===== config.mk =====
export PLATFORM = sky130hd
export DESIGN_NAME = trap_ctrl_flat
export DESIGN_NICKNAME = d
export VERILOG_FILES = /design/src/rtl/trap_ctrl_pkg.sv /design/src/rtl/trap_ctrl_if.sv /design/src/rtl/trap_cause_enc.sv /design/src/rtl/trap_ctrl.sv /design/src/flat_wrapper.sv
export SDC_FILE = /design/constraint.sdc
export NUM_CORES = 1
export LEC_CHECK = 0
export ABC_AREA = 1
export CORE_MARGIN = 5
export CORE_UTILIZATION = 31
export DETAILED_ROUTE_END_ITERATION = 16
export PLACE_DENSITY = 0.74
export SETUP_SLACK_MARGIN = 0.2
export SYNTH_ARGS = -nofsm -noshare
export SYNTH_HDL_FRONTEND = slang
export SYNTH_SLANG_ARGS = --single-unit

===== constraint.sdc =====
create_clock -name clk -period 1.4 [get_ports clk]
set_input_delay 0.28 -clock clk [delete_from_list [all_inputs] [get_ports clk]]
set_output_delay 0.28 -clock clk [all_outputs]
set_load 0.005 [all_outputs]

===== src/rtl/trap_ctrl_pkg.sv =====
// Shared constants, FSM state type and mstatus update helpers for the trap sequencer.
package trap_ctrl_pkg;

  typedef enum logic [1:0] {StIdle, StTrapWr, StMretWr, StJump} trap_state_e;

  localparam logic [31:0] CAUSE_ILLEGAL = 32'd2;
  localparam logic [31:0] CAUSE_EBREAK  = 32'd3;
  localparam logic [31:0] CAUSE_ECALL_M = 32'd11;
  localparam logic [31:0] CAUSE_INT_MSI = 32'h8000_0003;
  localparam logic [31:0] CAUSE_INT_MTI = 32'h8000_0007;
  localparam logic [31:0] CAUSE_INT_MEI = 32'h8000_000B;

  localparam int unsigned MSTATUS_MIE    = 3;
  localparam int unsigned MSTATUS_MPIE   = 7;
  localparam int unsigned MSTATUS_MPP_LO = 11;
  localparam int unsigned MSTATUS_MPP_HI = 12;

  localparam int unsigned MIE_MSIE = 3;
  localparam int unsigned MIE_MTIE = 7;
  localparam int unsigned MIE_MEIE = 11;

  function automatic logic [31:0] trap_mstatus(input logic [31:0] old);
    logic [31:0] v;
    v = old;
    v[MSTATUS_MPIE] = old[MSTATUS_MIE];
    v[MSTATUS_MIE] = 1'b0;
    v[MSTATUS_MPP_HI:MSTATUS_MPP_LO] = 2'b11;
    return v;
  endfunction

  function automatic logic [31:0] mret_mstatus(input logic [31:0] old);
    logic [31:0] v;
    v = old;
    v[MSTATUS_MIE] = old[MSTATUS_MPIE];
    v[MSTATUS_MPIE] = 1'b1;
    v[MSTATUS_MPP_HI:MSTATUS_MPP_LO] = 2'b11;
    return v;
  endfunction

endpackage


===== src/rtl/trap_ctrl_if.sv =====
// Trap sequencer bundle: EX-stage events, interrupt lines, CSR read values,
// special-CSR write port and PC redirect. master = trap_ctrl side.
interface trap_ctrl_if;
  logic        ex_valid;
  logic [31:0] ex_pc;
  logic        ex_illegal;
  logic        ex_ebreak;
  logic        ex_ecall;
  logic        ex_mret;
  logic        int_ok;
  logic [31:0] int_pc;
  logic        irq_ext;
  logic        irq_sw;
  logic        irq_timer;
  logic [31:0] csr_mstatus;
  logic [31:0] csr_mepc;
  logic [31:0] csr_mtvec;
  logic [31:0] csr_mie;
  logic        EX_mepc_vld;
  logic        EX_mcause_vld;
  logic        EX_mstatus_vld;
  logic [31:0] EX_mepc;
  logic [31:0] EX_mcause;
  logic [31:0] EX_mstatus;
  logic        trap_busy;
  logic        redirect_vld;
  logic [31:0] redirect_pc;

  modport master (
    input  ex_valid, ex_pc, ex_illegal, ex_ebreak, ex_ecall, ex_mret,
    input  int_ok, int_pc, irq_ext, irq_sw, irq_timer,
    input  csr_mstatus, csr_mepc, csr_mtvec, csr_mie,
    output EX_mepc_vld, EX_mcause_vld, EX_mstatus_vld,
    output EX_mepc, EX_mcause, EX_mstatus,
    output trap_busy, redirect_vld, redirect_pc
  );

  modport slave (
    output ex_valid, ex_pc, ex_illegal, ex_ebreak, ex_ecall, ex_mret,
    output int_ok, int_pc, irq_ext, irq_sw, irq_timer,
    output csr_mstatus, csr_mepc, csr_mtvec, csr_mie,
    input  EX_mepc_vld, EX_mcause_vld, EX_mstatus_vld,
    input  EX_mepc, EX_mcause, EX_mstatus,
    input  trap_busy, redirect_vld, redirect_pc
  );
endinterface


===== src/rtl/trap_cause_enc.sv =====
// Combinational event priority encoder: exceptions > mret > enabled interrupts.
module trap_cause_enc
  import trap_ctrl_pkg::*;
(
  input  logic        ex_valid,
  input  logic        ex_illegal,
  input  logic        ex_ebreak,
  input  logic        ex_ecall,
  input  logic        ex_mret,
  input  logic [31:0] ex_pc,
  input  logic        int_ok,
  input  logic [31:0] int_pc,
  input  logic        irq_ext,
  input  logic        irq_sw,
  input  logic        irq_timer,
  input  logic        mstatus_mie,
  input  logic [31:0] mie,
  output logic        take_trap,
  output logic        take_mret,
  output logic [31:0] cause,
  output logic [31:0] trap_pc
);

  logic exc;
  logic mret_ev;
  logic ext_en;
  logic sw_en;
  logic tmr_en;
  logic irq_take;

  assign exc      = ex_valid & (ex_illegal | ex_ebreak | ex_ecall);
  assign mret_ev  = ex_valid & ex_mret;
  assign ext_en   = irq_ext & mie[MIE_MEIE];
  assign sw_en    = irq_sw & mie[MIE_MSIE];
  assign tmr_en   = irq_timer & mie[MIE_MTIE];
  assign irq_take = int_ok & mstatus_mie & (ext_en | sw_en | tmr_en);

  assign take_trap = exc | (irq_take & ~mret_ev);
  assign take_mret = mret_ev & ~exc;
  assign trap_pc   = exc ? ex_pc : int_pc;

  always_comb begin
    cause = CAUSE_INT_MTI;
    if (ex_valid && ex_illegal)     cause = CAUSE_ILLEGAL;
    else if (ex_valid && ex_ebreak) cause = CAUSE_EBREAK;
    else if (ex_valid && ex_ecall)  cause = CAUSE_ECALL_M;
    else if (ext_en)                cause = CAUSE_INT_MEI;
    else if (sw_en)                 cause = CAUSE_INT_MSI;
  end

  logic unused_mie;
  assign unused_mie = ^{mie[31:12], mie[10:8], mie[6:4], mie[2:0]};

endmodule


===== src/rtl/trap_ctrl.sv =====
// Machine-mode trap sequencer: IDLE -> TRAP_WR/MRET_WR -> JUMP -> IDLE, all outputs registered.
// Optional VECTORED_MTVEC_EN: vectored interrupt targets when mtvec mode is 01.
module trap_ctrl
  import trap_ctrl_pkg::*;
(
  input logic          clk,
  input logic          rst,
  trap_ctrl_if.master  bus
);

  trap_state_e state_q, state_d;
  logic        take_trap;
  logic        take_mret;
  logic [31:0] cause;
  logic [31:0] trap_pc;
  logic [31:0] trap_target;

  logic        mepc_vld_q, mepc_vld_d;
  logic        mcause_vld_q, mcause_vld_d;
  logic        mstatus_vld_q, mstatus_vld_d;
  logic [31:0] mepc_q, mepc_d;
  logic [31:0] mcause_q, mcause_d;
  logic [31:0] mstatus_q, mstatus_d;
  logic        busy_q, busy_d;
  logic        redirect_vld_q, redirect_vld_d;
  logic [31:0] redirect_pc_q, redirect_pc_d;

  trap_cause_enc u_enc (
    .ex_valid    (bus.ex_valid),
    .ex_illegal  (bus.ex_illegal),
    .ex_ebreak   (bus.ex_ebreak),
    .ex_ecall    (bus.ex_ecall),
    .ex_mret     (bus.ex_mret),
    .ex_pc       (bus.ex_pc),
    .int_ok      (bus.int_ok),
    .int_pc      (bus.int_pc),
    .irq_ext     (bus.irq_ext),
    .irq_sw      (bus.irq_sw),
    .irq_timer   (bus.irq_timer),
    .mstatus_mie (bus.csr_mstatus[MSTATUS_MIE]),
    .mie         (bus.csr_mie),
    .take_trap   (take_trap),
    .take_mret   (take_mret),
    .cause       (cause),
    .trap_pc     (trap_pc)
  );

  // mcause_q still holds the trap cause while in TRAP_WR, so it drives vectoring.
  always_comb begin
    trap_target = {bus.csr_mtvec[31:2], 2'b00};
`ifdef VECTORED_MTVEC_EN
    if (mcause_q[31] && bus.csr_mtvec[1:0] == 2'b01) begin
      trap_target = trap_target + {25'd0, mcause_q[4:0], 2'b00};
    end
`endif
  end

`ifndef VECTORED_MTVEC_EN
  logic unused_mtvec;
  assign unused_mtvec = ^bus.csr_mtvec[1:0];
`endif

  always_comb begin
    state_d        = state_q;
    mepc_vld_d     = 1'b0;
    mcause_vld_d   = 1'b0;
    mstatus_vld_d  = 1'b0;
    mepc_d         = mepc_q;
    mcause_d       = mcause_q;
    mstatus_d      = mstatus_q;
    redirect_vld_d = 1'b0;
    redirect_pc_d  = redirect_pc_q;
    case (state_q)
      StIdle: begin
        if (take_trap) begin
          state_d       = StTrapWr;
          mepc_vld_d    = 1'b1;
          mcause_vld_d  = 1'b1;
          mstatus_vld_d = 1'b1;
          mepc_d        = trap_pc;
          mcause_d      = cause;
          mstatus_d     = trap_mstatus(bus.csr_mstatus);
        end else if (take_mret) begin
          state_d       = StMretWr;
          mstatus_vld_d = 1'b1;
          mstatus_d     = mret_mstatus(bus.csr_mstatus);
        end
      end
      StTrapWr: begin
        state_d        = StJump;
        redirect_vld_d = 1'b1;
        redirect_pc_d  = trap_target;
      end
      StMretWr: begin
        state_d        = StJump;
        redirect_vld_d = 1'b1;
        redirect_pc_d  = bus.csr_mepc;
      end
      StJump:  state_d = StIdle;
      default: state_d = StIdle;
    endcase
    busy_d = (state_d != StIdle);
  end

  always_ff @(posedge clk) begin
    if (rst) begin
      state_q        <= StIdle;
      mepc_vld_q     <= 1'b0;
      mcause_vld_q   <= 1'b0;
      mstatus_vld_q  <= 1'b0;
      mepc_q         <= '0;
      mcause_q       <= '0;
      mstatus_q      <= '0;
      busy_q         <= 1'b0;
      redirect_vld_q <= 1'b0;
      redirect_pc_q  <= '0;
    end else begin
      state_q        <= state_d;
      mepc_vld_q     <= mepc_vld_d;
      mcause_vld_q   <= mcause_vld_d;
      mstatus_vld_q  <= mstatus_vld_d;
      mepc_q         <= mepc_d;
      mcause_q       <= mcause_d;
      mstatus_q      <= mstatus_d;
      busy_q         <= busy_d;
      redirect_vld_q <= redirect_vld_d;
      redirect_pc_q  <= redirect_pc_d;
    end
  end

  assign bus.EX_mepc_vld    = mepc_vld_q;
  assign bus.EX_mcause_vld  = mcause_vld_q;
  assign bus.EX_mstatus_vld = mstatus_vld_q;
  assign bus.EX_mepc        = mepc_q;
  assign bus.EX_mcause      = mcause_q;
  assign bus.EX_mstatus     = mstatus_q;
  assign bus.trap_busy      = busy_q;
  assign bus.redirect_vld   = redirect_vld_q;
  assign bus.redirect_pc    = redirect_pc_q;

endmodule


===== src/flat_wrapper.sv =====
// flat-port wrapper written by rule: the top's interface ports become plain ports
module trap_ctrl_flat import trap_ctrl_pkg::*;
  (clk, rst, bus_ex_valid, bus_ex_pc, bus_ex_illegal, bus_ex_ebreak, bus_ex_ecall, bus_ex_mret, bus_int_ok, bus_int_pc, bus_irq_ext, bus_irq_sw, bus_irq_timer, bus_csr_mstatus, bus_csr_mepc, bus_csr_mtvec, bus_csr_mie, bus_EX_mepc_vld, bus_EX_mcause_vld, bus_EX_mstatus_vld, bus_EX_mepc, bus_EX_mcause, bus_EX_mstatus, bus_trap_busy, bus_redirect_vld, bus_redirect_pc);
  trap_ctrl_if bus_i ();
  input logic clk;
  input logic rst;
  input wire logic [$bits(bus_i.ex_valid)-1:0] bus_ex_valid;
  input wire logic [$bits(bus_i.ex_pc)-1:0] bus_ex_pc;
  input wire logic [$bits(bus_i.ex_illegal)-1:0] bus_ex_illegal;
  input wire logic [$bits(bus_i.ex_ebreak)-1:0] bus_ex_ebreak;
  input wire logic [$bits(bus_i.ex_ecall)-1:0] bus_ex_ecall;
  input wire logic [$bits(bus_i.ex_mret)-1:0] bus_ex_mret;
  input wire logic [$bits(bus_i.int_ok)-1:0] bus_int_ok;
  input wire logic [$bits(bus_i.int_pc)-1:0] bus_int_pc;
  input wire logic [$bits(bus_i.irq_ext)-1:0] bus_irq_ext;
  input wire logic [$bits(bus_i.irq_sw)-1:0] bus_irq_sw;
  input wire logic [$bits(bus_i.irq_timer)-1:0] bus_irq_timer;
  input wire logic [$bits(bus_i.csr_mstatus)-1:0] bus_csr_mstatus;
  input wire logic [$bits(bus_i.csr_mepc)-1:0] bus_csr_mepc;
  input wire logic [$bits(bus_i.csr_mtvec)-1:0] bus_csr_mtvec;
  input wire logic [$bits(bus_i.csr_mie)-1:0] bus_csr_mie;
  output wire logic [$bits(bus_i.EX_mepc_vld)-1:0] bus_EX_mepc_vld;
  output wire logic [$bits(bus_i.EX_mcause_vld)-1:0] bus_EX_mcause_vld;
  output wire logic [$bits(bus_i.EX_mstatus_vld)-1:0] bus_EX_mstatus_vld;
  output wire logic [$bits(bus_i.EX_mepc)-1:0] bus_EX_mepc;
  output wire logic [$bits(bus_i.EX_mcause)-1:0] bus_EX_mcause;
  output wire logic [$bits(bus_i.EX_mstatus)-1:0] bus_EX_mstatus;
  output wire logic [$bits(bus_i.trap_busy)-1:0] bus_trap_busy;
  output wire logic [$bits(bus_i.redirect_vld)-1:0] bus_redirect_vld;
  output wire logic [$bits(bus_i.redirect_pc)-1:0] bus_redirect_pc;
  assign bus_i.ex_valid = bus_ex_valid;
  assign bus_i.ex_pc = bus_ex_pc;
  assign bus_i.ex_illegal = bus_ex_illegal;
  assign bus_i.ex_ebreak = bus_ex_ebreak;
  assign bus_i.ex_ecall = bus_ex_ecall;
  assign bus_i.ex_mret = bus_ex_mret;
  assign bus_i.int_ok = bus_int_ok;
  assign bus_i.int_pc = bus_int_pc;
  assign bus_i.irq_ext = bus_irq_ext;
  assign bus_i.irq_sw = bus_irq_sw;
  assign bus_i.irq_timer = bus_irq_timer;
  assign bus_i.csr_mstatus = bus_csr_mstatus;
  assign bus_i.csr_mepc = bus_csr_mepc;
  assign bus_i.csr_mtvec = bus_csr_mtvec;
  assign bus_i.csr_mie = bus_csr_mie;
  assign bus_EX_mepc_vld = bus_i.EX_mepc_vld;
  assign bus_EX_mcause_vld = bus_i.EX_mcause_vld;
  assign bus_EX_mstatus_vld = bus_i.EX_mstatus_vld;
  assign bus_EX_mepc = bus_i.EX_mepc;
  assign bus_EX_mcause = bus_i.EX_mcause;
  assign bus_EX_mstatus = bus_i.EX_mstatus;
  assign bus_trap_busy = bus_i.trap_busy;
  assign bus_redirect_vld = bus_i.redirect_vld;
  assign bus_redirect_pc = bus_i.redirect_pc;
  trap_ctrl u_core (.clk(clk), .rst(rst), .bus(bus_i));
endmodule

==> results by group <==
Outcome
  • Status: finished clean

Die
  • Die H: 132.1 µm
  • Die Footprint: 17450 µm²
  • Chip width: 132.1 µm
  • Core area: 14590 µm²
  • Core Rows: 44
  • IO Count: between 300 and 400
  • Initial core utilization: 31.67%

Clock network
  • Clk sink count: 106
  • H-tree Lvls: 3
  • Clock buffer depth: 2
  • Hold_buf cts: 0
  • CTS Buf Count: 9
  • Clk pin slew, worst setup/hold paths: 0.08 ns
  • TritonCTS clock tree: yes
  • Worst-Skew Late Latency: 0.36 ns
  • Clk root buf: clkbuf_16

Yosys
  • Synth area leader: dfxtp_1
  • Synth Warn #: 0
  • Syn Inst Count: 651
  • Synthesized flop and latch total: 106
  • Synth cell types: 24
  • Synth Flop Type: dfxtp_1
  • Async S/R FF share, synth: 0%
  • Syn avg cell area: 7.098 µm²
  • Post-synth EDFFs: 0
  • Synth top area cells: dfxtp_1 (46%), nand2_1 (14%), a21oi_1 (11%)
  • Synthesized area: 4621 µm²
  • Synth top area share: around 46%
  • Most common cell in the synthesized netlist: nand2_1
  • Register area share after synthesis: 45.92%
  • Post-synth top cells: nand2_1 (177), dfxtp_1 (106), a21oi_1 (98)

Finish
  • Share of cells above drive strength 1: 45.77%
  • NumNets Final: between 1000 and 1500
  • N_diodes: 0
  • Layout area overhead: 103.6%
  • Fin util: 64.49%

Global route
  • Total Routing Usage GR: just over 20%
  • First-pass GRT wire length: around 29 mm
  • Vias in the first global route: 5426
  • Gr ovfl total: 0
  • Largest net degree at the start of global routing: 36
  • Initial antenna violation count: 0

Routing
  • Routed len/inst: between 15 and 20 µm
  • # DRC: 0
  • Via Count: 5664
  • Initial DRC Count: 218
  • Drt first pass iters: 4
  • Antenna Nets Post-Route: 0
  • Final WL: 20.08 mm
  • Via/cell ratio: roughly 4.8

Min path
  • Hold Path Sink: u_core.bus.EX_mstatus[7]$_SDFFE_PP0P_
  • Hold path start: bus_csr_mstatus[3]
  • Worst hold path type: in2reg
  • Hold path cells: 4

Power
  • Tot Pwr: about 13000 µW
  • Pleak: 0.004283 µW
  • Peak VDD IR: 0.7560 mV
  • Pwr per Cell Area: 1398 nW/µm²

Worst setup path
  • CP arrival: ~1.6 ns
  • CP endpoint kind: flip-flop
  • CP Max Fanout: 7
  • Reg2reg end: u_core.bus.EX_mstatus[16]$_SDFFE_PP0P_
  • Worst EP required: 1.68 ns
  • R2R depth: 7
  • CP Launch Type: flip-flop
  • Worst R2R Start: u_core.state_q[0]$_SDFF_PP0_
  • Crit Path Class: reg2reg
  • Register-to-Register Setup Slack: 0.08 ns

Timing
  • Count of final setup violators: 0
  • Max-slew violations: 0
  • Clock Skews: roughly 0.013 ns
  • RSZ-0062 raised after global routing: yes
  • Max Freq: between 700 and 800 MHz
  • Final worst-path cycle share: approximately 94%
  • Minimum clock period: 1.318 ns
  • Final Hold Vio Count: 0

Placement
  • DP HPWL: 12.15 mm
  • GPL Wtd Cong: 0.8015
  • Port Buffers: 275

Run
  • Maxcap violations: 0
[layout make-up]
| type | instances | area (µm²) |
|---|---|---|
| multi-input cells | 483 | 2867 |
| repair buffers | 379 | 3710 |
| inverters | 11 | 63.81 |
| clock inverters | 6 | 73.82 |
| flip-flops and latches | 106 | 2238 |
| fillers | 1160 | 5181 |
| well taps | 184 | 230.2 |
| clock buffers | 9 | 225.2 |
[how the worst max path moves through the flow]
stage                                              end                    startpoint  slack [ns]
2_1_floorplan   u_core.bus.redirect_pc[3]$_SDFFE_PP0P_  u_core.state_q[0]$_SDFF_PP0_        0.13
3_3_place_gp       u_core.bus.EX_mepc[24]$_SDFFE_PP0P_                  bus_ex_valid       -0.43
3_5_place_dp     u_core.bus.EX_mstatus[7]$_SDFFE_PP0P_                  bus_ex_valid       -0.50
4_1_cts        u_core.bus.redirect_pc[12]$_SDFFE_PP0P_  u_core.state_q[0]$_SDFF_PP0_        0.13
5_1_grt         u_core.bus.EX_mstatus[17]$_SDFFE_PP0P_  u_core.state_q[0]$_SDFF_PP0_        0.03
6_report        u_core.bus.EX_mstatus[16]$_SDFFE_PP0P_  u_core.state_q[0]$_SDFF_PP0_        0.08
[layer usage]
layer | GRT usage [%] | share of wire (%) | routed length [µm] | vias to the layer above
met5 | 0 | 0 | 0 | -
met4 | 4.743 | 2.4 | 488 | 0
met3 | 7.977 | 8.9 | 1791 | 37
met2 | 35.20 | 51 | 10240 | 240
met1 | 23.08 | 38 | 7556 | 2641
li1 | - | - | - | 2746
[placed cells by master (no fill, tap or decap), drive strengths merged, types with 3 or more instances in the layout]
master,synthesis,final
clkinv,1,3
a21oi,98,98
nand2,179,179
clkbuf,26,47
conb,1,27
buf,51,135
inv,10,11
dlygate4sd2,0,4
o21ai,63,63
dfxtp,106,106
clkdlybuf4s50,0,156
nor2,71,71
clkdlybuf4s15,0,46
nand3,37,37
[power by group]
| part | total, µW | internal [µW] | switching (µW) |
|---|---|---|---|
| registers | 4240 | 3810 | 432 |
| clock network | 2640 | 1400 | 1230 |
| logic | 6270 | 3290 | 2990 |
[state kept, by name, indices dropped and copies added, names as in the netlist]
signal and flops:
u_core.bus.EX_mepc_vld 1, u_core.bus.EX_mstatus 31, u_core.bus.EX_mepc 32, u_core.bus.EX_mcause 5
u_core.bus.redirect_pc 32, u_core.state_q 2, u_core.bus.trap_busy 1, u_core.bus.redirect_vld 1
u_core.bus.EX_mstatus_vld 1
[cell families (layout without fill, tap and decap cells)]
family	count (synthesis)	count (layout)	share of synthesized area, %
AND/OR/NAND/NOR	291	291	25.26
AO/OA/AOI/OAI	163	163	17.71
flip-flops	106	106	45.92
buffers and inverters	88	405	10.48
adder cells (fa/ha/maj)	2	2	0.5415
other	1	27	0.08116
[metrics by stage]
step	instances	setup TNS [ns]	hold WS (ns)	instance area (µm²)	worst slack [ns]
after floorplan	677	0	0.4256	4791	0.1342
after global placement	1091	-26.66	0.4462	7657	-0.4295
after detailed placement	1091	-30.84	0.4505	7657	-0.5003
after CTS	1143	0	0.4180	8864	0.1301
after global routing	1178	0	0.3224	9408	0.03456
final	1178	0	0.3112	9408	0.08235
[critical path: stages (launching register included)]
cell and delay, ns:
dfxtp_2 0.34, inv_2 0.05, ha_4 0.20, buf_6 0.15, nand2_8 0.11, buf_16 0.15, nand2_4 0.05, a21oi_2 0.16
[what timing repair did]
item / CTS / global route
pin swaps: 19 / 33
endpoints found under the setup margin: 211 / 186
resized for setup: 494 / 243
setup buffers: 29 / 29
gates cloned: 8 / 6
Power figures use the tool's default switching activity.
